--- src/rtl/lii_pkg.sv ---
// Shared LII types and helpers: header ID width, default phy packing width,
// the {src, dst} header and zero-extension of kernel data onto the phy bus.
package lii_pkg;

  localparam int LII_ID_W       = 8;
  localparam int LII_PW_DEFAULT = 256;

  typedef struct packed {
    logic [LII_ID_W-1:0] src;
    logic [LII_ID_W-1:0] dst;
  } lii_hdr_t;

  // Clears every bit at or above position dw, so stale upper lanes never leak onto the phy.
  function automatic logic [LII_PW_DEFAULT-1:0] lii_pad(input logic [LII_PW_DEFAULT-1:0] data,
                                                        input int dw);
    logic [LII_PW_DEFAULT-1:0] mask;
    mask = '0;
    for (int i = 0; i < LII_PW_DEFAULT; i++) mask[i] = (i < dw);
    return data & mask;
  endfunction

endpackage

--- src/rtl/lii_sync_fifo.sv ---
// Single-clock first-word-fall-through FIFO with full/empty flags and an occupancy count.
// Pushes while full and pops while empty are ignored.
module lii_sync_fifo #(
  parameter int DW    = 192,
  parameter int DEPTH = 4
) (
  input  logic                     clk,
  input  logic                     rst,
  input  logic                     push,
  input  logic [DW-1:0]            wr_data,
  input  logic                     pop,
  output logic [DW-1:0]            rd_data,
  output logic                     full,
  output logic                     empty,
  output logic [$clog2(DEPTH):0]   fill
);

  localparam int AW = $clog2(DEPTH);

  logic [DW-1:0] mem [DEPTH];
  logic [AW-1:0] wr_ptr;
  logic [AW-1:0] rd_ptr;
  logic          wr_en;
  logic          rd_en;

  assign full    = (fill == (AW + 1)'(DEPTH));
  assign empty   = (fill == '0);
  assign wr_en   = push & ~full;
  assign rd_en   = pop & ~empty;
  assign rd_data = mem[rd_ptr];

  // NOTE: sequential state uses non-blocking assignments so every register samples pre-edge values.
  always_ff @(posedge clk) begin
    if (rst) begin
      wr_ptr <= '0;
      rd_ptr <= '0;
      fill   <= '0;
    end else begin
      // DEPTH is a power of two, so the pointers wrap on their own.
      if (wr_en) wr_ptr <= wr_ptr + 1'b1;
      if (rd_en) rd_ptr <= rd_ptr + 1'b1;
      case ({wr_en, rd_en})
        2'b10:   fill <= fill + 1'b1;
        2'b01:   fill <= fill - 1'b1;
        default: fill <= fill;
      endcase
    end
  end

  // NOTE: storage has no reset; entries are only readable after a write, and a reset-free array maps to RAM.
  always_ff @(posedge clk) begin
    if (wr_en) mem[wr_ptr] <= wr_data;
  end

endmodule

--- src/rtl/lii_stream_tx_port.sv ---
// Kernel-to-LII transmit endpoint: FIFO-buffered stream onto one phy channel plus kernel clock enable.
// Define LII_TX_STATS_EN to add saturating beat/stall counters (stat_beats, stat_stalls).
module lii_stream_tx_port
  import lii_pkg::*;
#(
  parameter int                  DW        = 192,
  parameter int                  PW        = 256,
  parameter int                  DEPTH     = 4,
  parameter int                  CE_MARGIN = 1,
  parameter logic [LII_ID_W-1:0] SRC_ID    = 8'h00,
  parameter logic [LII_ID_W-1:0] DST_ID    = 8'h00
) (
  input  logic                   aclk,
  input  logic                   arst,
  input  logic [DW-1:0]          k_tdata,
  input  logic                   k_tvalid,
  output logic                   k_tready,
  output logic [PW-1:0]          lii_out_p0_tdata,
  output logic                   lii_out_p0_tvalid,
  input  logic                   lii_out_p0_tready,
  output logic [LII_ID_W-1:0]    lii_out_p0_src,
  output logic [LII_ID_W-1:0]    lii_out_p0_dst,
  output logic                   ce,
  output logic [$clog2(DEPTH):0] fill
`ifdef LII_TX_STATS_EN
  ,
  output logic [31:0]            stat_beats,
  output logic [31:0]            stat_stalls
`endif
);

  localparam int       FW       = $clog2(DEPTH) + 1;
  localparam int       CE_LIMIT = DEPTH - 1 - CE_MARGIN;
  localparam lii_hdr_t HDR      = '{src: SRC_ID, dst: DST_ID};

  logic          push;
  logic          pop;
  logic          full;
  logic          empty;
  logic [DW-1:0] head;

  // Ready and valid come from registered occupancy only; phy tready never reaches k_tready.
  assign k_tready          = ~full & ~arst;
  assign lii_out_p0_tvalid = ~empty;
  assign push              = k_tvalid & k_tready;
  assign pop               = lii_out_p0_tvalid & lii_out_p0_tready;

  lii_sync_fifo #(
    .DW    (DW),
    .DEPTH (DEPTH)
  ) u_fifo (
    .clk     (aclk),
    .rst     (arst),
    .push    (push),
    .wr_data (k_tdata),
    .pop     (pop),
    .rd_data (head),
    .full    (full),
    .empty   (empty),
    .fill    (fill)
  );

  assign lii_out_p0_tdata = PW'(lii_pad(LII_PW_DEFAULT'(head), DW));
  assign lii_out_p0_src   = HDR.src;
  assign lii_out_p0_dst   = HDR.dst;

  // Drops while CE_MARGIN slots remain so a beat already in flight in the kernel still fits.
  assign ce = ~arst & (fill <= FW'(CE_LIMIT));

`ifdef LII_TX_STATS_EN
  always_ff @(posedge aclk) begin
    if (arst) begin
      stat_beats  <= '0;
      stat_stalls <= '0;
    end else begin
      if (pop && stat_beats != '1) stat_beats <= stat_beats + 1'b1;
      if (lii_out_p0_tvalid && !lii_out_p0_tready && stat_stalls != '1)
        stat_stalls <= stat_stalls + 1'b1;
    end
  end
`endif

endmodule

--- config.mk ---
export PLATFORM = sky130hd
export DESIGN_NAME = lii_stream_tx_port
export DESIGN_NICKNAME = d
export VERILOG_FILES = /design/src/rtl/lii_pkg.sv /design/src/rtl/lii_sync_fifo.sv /design/src/rtl/lii_stream_tx_port.sv
export SDC_FILE = /design/constraint.sdc
export NUM_CORES = 1
export LEC_CHECK = 0
export CAP_MARGIN = 20
export CORE_MARGIN = 2
export CORE_UTILIZATION = 35
export CTS_CLUSTER_SIZE = 30
export DETAILED_ROUTE_END_ITERATION = 8
export GPL_ROUTABILITY_DRIVEN = 0
export PLACE_DENSITY_LB_ADDON = 0.15
export SYNTH_ARGS = -nofsm -noshare
export SYNTH_HDL_FRONTEND = slang
export SYNTH_SLANG_ARGS = --single-unit
--- constraint.sdc ---
create_clock -name aclk -period 5.4 [get_ports aclk]
set_input_delay 0.54 -clock aclk [delete_from_list [all_inputs] [get_ports aclk]]
set_output_delay 0.54 -clock aclk [all_outputs]
set_load 0.03 [all_outputs]
==> results of run 1 <==
==> cell families (layout without fill, tap and decap cells) <==
kind of cell               after synthesis  after routing  share of synthesized area (%)
AOI/OAI and AO/OA                        6              6                         0.1381
buffers and inverters                  130            581                          3.958
muxes                                  194            194                          14.99
adders and majority gates                6              6                         0.2849
xor gates and xnor gates                 4              4                         0.1209
DFF                                    777            777                          80.17
and+or+nand+nor                         17             17                         0.3237
other                                    1             82                        0.01294
==> final cells by class <==
type	count	share of cell area (%)
diodes	2	0.01370
flip-flops and latches	777	63.64
inverters	6	0.06165
multi-input cells	307	13.43
well taps	1070	3.665
clock buffers	113	6.168
repair buffers	428	11.97
clock inverters	34	1.051
==> flip-flops by register name, summed over array words and instances (netlist names), named ones only <==
name and cells:
u_fifo.rd_ptr 2, u_fifo.mem 768, u_fifo.wr_ptr 2, u_fifo.fill 3
==> cell usage after synthesis (all sizes together) <==
| cell type | count | area share, % |
|---|---|---|
| nor2 | 8 | 0.10 |
| o21ai | 1 | 0.017 |
| inv | 6 | 0.078 |
| buf | 120 | 3.8 |
| nand2b | 1 | 0.022 |
| o31a | 1 | 0.030 |
| xnor2 | 1 | 0.030 |
| mux2 | 1 | 0.039 |
| o311ai | 1 | 0.030 |
| mux2i | 1 | 0.035 |
| mux4 | 192 | 15 |
| conb | 1 | 0.013 |
| and2 | 4 | 0.086 |
| fa | 1 | 0.069 |
| xor2 | 3 | 0.091 |
| a211oi | 1 | 0.026 |
| or3 | 2 | 0.043 |
| nor3b | 2 | 0.069 |
| a21oi | 2 | 0.035 |
| dfxtp | 9 | 0.62 |
| clkbuf | 4 | 0.052 |
| ha | 5 | 0.22 |
| edfxtp | 768 | 80 |
==> metrics by stage <==
stage	instance area (um2)	setup slack, ps	hold WS (ps)
after floorplan	29290	1464	475.0
after global placement	33890	2057	509.0
after detailed placement	33890	2009	523.9
after CTS	36530	1511	480.7
after global routing	36530	1434	514.1
final	36530	1661	529.8
==> path summary, 6_finish.rpt <==
kind,endpoint,depth (start not counted)
worst min-delay path,u_fifo.mem[1][38]$_DFFE_PP_,1
worst max register to register,u_fifo.mem[1][106]$_DFFE_PP_,4
worst max-delay path,lii_out_p0_tdata[73],3
worst min register to register,u_fifo.rd_ptr[1]$_SDFFE_PP0P_,2
==> per-layer routing <==
metal	vias up	GRT usage (%)	part of all wire (%)
li1	5602	-	-
met1	6801	18.10	41
met2	370	23.60	49
met3	103	4.849	7.3
met4	16	4.275	2.3
met5	-	0	0.19
==> power groups by stage <==
stage | Clock (mW) | Sequential, mW | Combinational [mW]
detailed placement | 0 | 7.32 | 4.71
CTS | 5.62 | 7.19 | 4.73
finish | 5.43 | 7.18 | 4.60
floorplan | 0 | 7.24 | 3.22
global route | 5.85 | 7.22 | 4.86
global placement | 0 | 7.30 | 4.71
==> results.txt, run 1 <==
crit-path cells - buf_4 -> mux4_2 -> clkdlybuf4s50_1
Critical Path RT - 4860 ps
Worst setup EP type - primary output
sequential share of power - 41.7%
Multi-input gate area - 4907 um2
Pwr Density - 471.2 nW/um2
Vias/cell - 4.710
synthesized cell area - 28990 um2
chip width - 291.8 um
combinational share of power - 26.7%
status - complete, no violations
Layout Cells excl Fill - 2737
library cells used by synthesis - 27
Worst-path clk slew - 60 ps
nets@finish - 1807
detailed-route DRC error count - 0
Fill cells - 6987
Detailed Place HPWL - 38160 um
RSZ-0062 raised after global routing - no
drt total wl - 62080 um
P_sw - 4.992 mW
Worst path top cell family by delay - buffers and inverters
Hold Startpoint - k_tdata[38]
Final Max Slew Viols - 0
DR WL/cell - 22.68 um
global-route wire length before repair - 91050 um
TritonCTS Buffers - 85
number of global-route vias before repair - 13730
GRT Resource Usage Total - 14.37%
commonest non-fill, non-tap cells in the layout - edfxtp_1 (768), clkdlybuf4s50_1 (393), mux4_2 (192)
# hold bufs at CTS - 0
fmax - 0.2675 GHz
I/O Pins - 474
Final Hold Viols - 0
max-cap violations - 0
cell at the slowest stage of the critical path - dfxtp_4
CP arrival - 3200 ps
Antenna Nets Post-Route - 0
Site Rows - 105
via count - 12892
Iter 0 DRT Violations - 734
Pint - 12.22 mW
layout cells sized above 1 - 20.48%
Mean Syn Cell Area - 25.54 um2
chip height - 291.8 um
Sink Count - 777
initial antenna violation count - 10
reg2reg start - u_fifo.fill[0]$_SDFFE_PP0P_
post-synthesis sequential area ratio - 80.17%
clock share of power - 31.6%
setup repair bufs after CTS - 0
pin count of the biggest net entering global routing - 66
Power, Total - 17.21 mW
Rel. slew slack - 34.39%
slowest cell delay on critical path - 770 ps
crit share post-route - 69.24%
min Tclk post-route - 3739 ps
startpoint types - flip-flop
DP Cell Count - 2588
CTS max path bufs - 3
Max VDD drop - 0.2819 mV
Ys Warns - 0
reg2reg setup slack - 2740 ps
die area - 85150 um2
Bufs and invs on worst path - 2
sw frac - 29.00%
final setup violation count - 0
HP Class - in -> reg
Initial Util - 35.31%
DRT Pass-1 Iters - 5
Core ar. - 82110 um2
commonest non-fill, non-tap cell in the layout - edfxtp_1
number of port buffers - 393
Least-Margin Pin Slew - 984.2 ps
cell leakage power - 11.45 nW
#FFs+latches synth - 777
Overflow after GRT - 0
CTS tree - yes
end-of-flow core utilization - 44.49%
CTS Root Cell - clkbuf_16
Layout Skew - 30.73 ps
htree depth - 3
synthesized instance count - 1135
CP Max Fanout - 26
Reg area - 23250 um2
CTS resizes - 0
setup tns final - 0 ps
Area Overhead vs Synth - 26.02%
CP Class - reg -> out
Skew-Pair Late Insertion Delay - 640 ps
(Power assumes the default switching activity.)
==> run 2, diff against run 1 <==
Clock period 5.4 ns to 3.3 ns, I/O delays scaled along.
==> run 2 against run 1 <==
First-iteration DRC count down 5.6%. Clock skew down 9.1 ps. Global-route usage up 0.22 points. Critical path depth up 1. Sequential share of layout area down 0.77 points. Wire length up 0.41%. Power up 66%.
==> results.txt, run 2 (synthesis gave the netlist of run 1 again) <==
CP arrival - 2790 ps
hold path depth - 1
CP Max Fanout - 21
Largest register FFs - 768
CTS tree - yes
Least-Margin Pin Slew - 558.4 ps
commonest non-fill, non-tap cells in the layout - edfxtp_1 (768), clkdlybuf4s50_1 (392), mux4_2 (192)
Final Max Slew Viols - 0
# hold bufs at CTS - 0
global-route wire length before repair - 92070 um
max-cap violations - 0
reg2reg setup slack - 970 ps
Area Overhead vs Synth - 27.56%
number of global-route vias before repair - 14091
Reg2Reg Depth - 9
Vias/cell - 4.690
Site Rows - 105
drt total wl - 62330 um
Antenna Nets Post-Route - 0
CTS Root Cell - clkbuf_16
CP Depth - 4
chip height - 291.8 um
via count - 12982
commonest non-fill, non-tap cell in the layout - edfxtp_1
cell at the slowest stage of the critical path - clkdlybuf4s50_1
Max VDD drop - 0.4239 mV
number of port buffers - 393
GRT Resource Usage Total - 14.59%
fmax - 0.3202 GHz
startpoint types - flip-flop
biggest registers after layout - u_fifo.mem (768), u_fifo.fill (3)
CP most frequent cell - buf_12
setup repair bufs after CTS - 0
Detailed Place HPWL - 39080 um
Iter 0 DRT Violations - 693
most flop-heavy register - u_fifo.mem
Layout Skew - 21.58 ps
Core ar. - 82110 um2
Critical Path RT - 2970 ps
RSZ-0062 raised after global routing - no
Bufs and invs on worst path - 3
Rel. slew slack - 62.77%
Worst path top cell family by delay - buffers and inverters
Overflow after GRT - 0
Worst setup EP type - primary output
htree depth - 3
I/O Pins - 474
crit-path cells - buf_12 -> buf_12 -> mux4_2 -> clkdlybuf4s50_1
end-of-flow core utilization - 45.04%
Initial Util - 35.31%
pin count of the biggest net entering global routing - 72
final setup violation count - 0
DR WL/cell - 22.52 um
crit share post-route - 94.63%
slowest cell delay on critical path - 620 ps
CTS max path bufs - 3
initial antenna violation count - 18
chip width - 291.8 um
Worst-path clk slew - 60 ps
TritonCTS Buffers - 85
nets@finish - 1829
Sink Count - 777
DRT Pass-1 Iters - 6
detailed-route DRC error count - 0
die area - 85150 um2
Pwr Density - 772.0 nW/um2
CP Class - reg -> out
Skew-Pair Late Insertion Delay - 630 ps
HP Class - in -> reg
final hold slack - 334.8 ps
status - complete, no violations
Final Hold Viols - 0
layout cells sized above 1 - 21.99%
cell leakage power - 11.67 nW
min Tclk post-route - 3123 ps
run 2: metrics by stage:
stage	worst slack, ps	TNS (ps)	power (mW)	instances	area [um2]
floorplan	-636.4	-488720	17.13	1214	29290
finish	177.2	0	28.55	2768	36980
global placement	737.9	0	19.83	2610	34260
CTS	43.94	0	29.08	2766	36970
detailed placement	716.9	0	19.85	2610	34260
global route	4.347	0	29.74	2767	36980
run 2: worst register-to-register path: stages, from the launching register on:
cell and delay (ps):
dfxtp_1 450, nor3b_1 340, nor3b_2 170, inv_1 80, ha_1 180, inv_1 60
fa_1 370, xor2_1 160, or3_1 310, a21oi_1 140
run 2: area by class of cell:
cell class	instances	area, um2
Inverter	6	22.52
Sequential cell	777	23250
Tap cell	1070	1339
Multi-Input combinational cell	307	4907
Clock buffer	112	2270
Timing Repair Buffer	450	4747
Fill cell	6912	45130
Clock inverter	44	440.4
Antenna cell	2	5.005
run 2: final timing paths:
path / from / endpoint
worst min register to register: u_fifo.wr_ptr[0]$_SDFFE_PP0P_ / u_fifo.wr_ptr[0]$_SDFFE_PP0P_
worst min-delay path: k_tdata[90] / u_fifo.mem[0][90]$_DFFE_PP_
worst max register to register: u_fifo.fill[2]$_SDFFE_PP0P_ / u_fifo.fill[2]$_SDFFE_PP0P_
worst max-delay path: flip-flop / lii_out_p0_tdata[184]
run 2: layer usage:
metal / track usage, % / part of all wire, % / vias up
li1: - / - / 5653
met1: 17.89 / 40 / 6781
met2: 23.82 / 49 / 383
met3: 5.716 / 8.4 / 133
met4: 4.513 / 2.4 / 32
met5: 0 / 0.30 / -
run 2: power breakdown:
group / internal (mW) / switching (mW)
clock: 5.34 / 3.75
sequential: 11.5 / 0.177
combinational: 3.54 / 4.27
run 2: timing repair:
action / in CTS / in global routing
gates resized for setup: 0 / 2
endpoints found under the setup margin: 0 / 6
hold endpoints to repair: 0 / 0
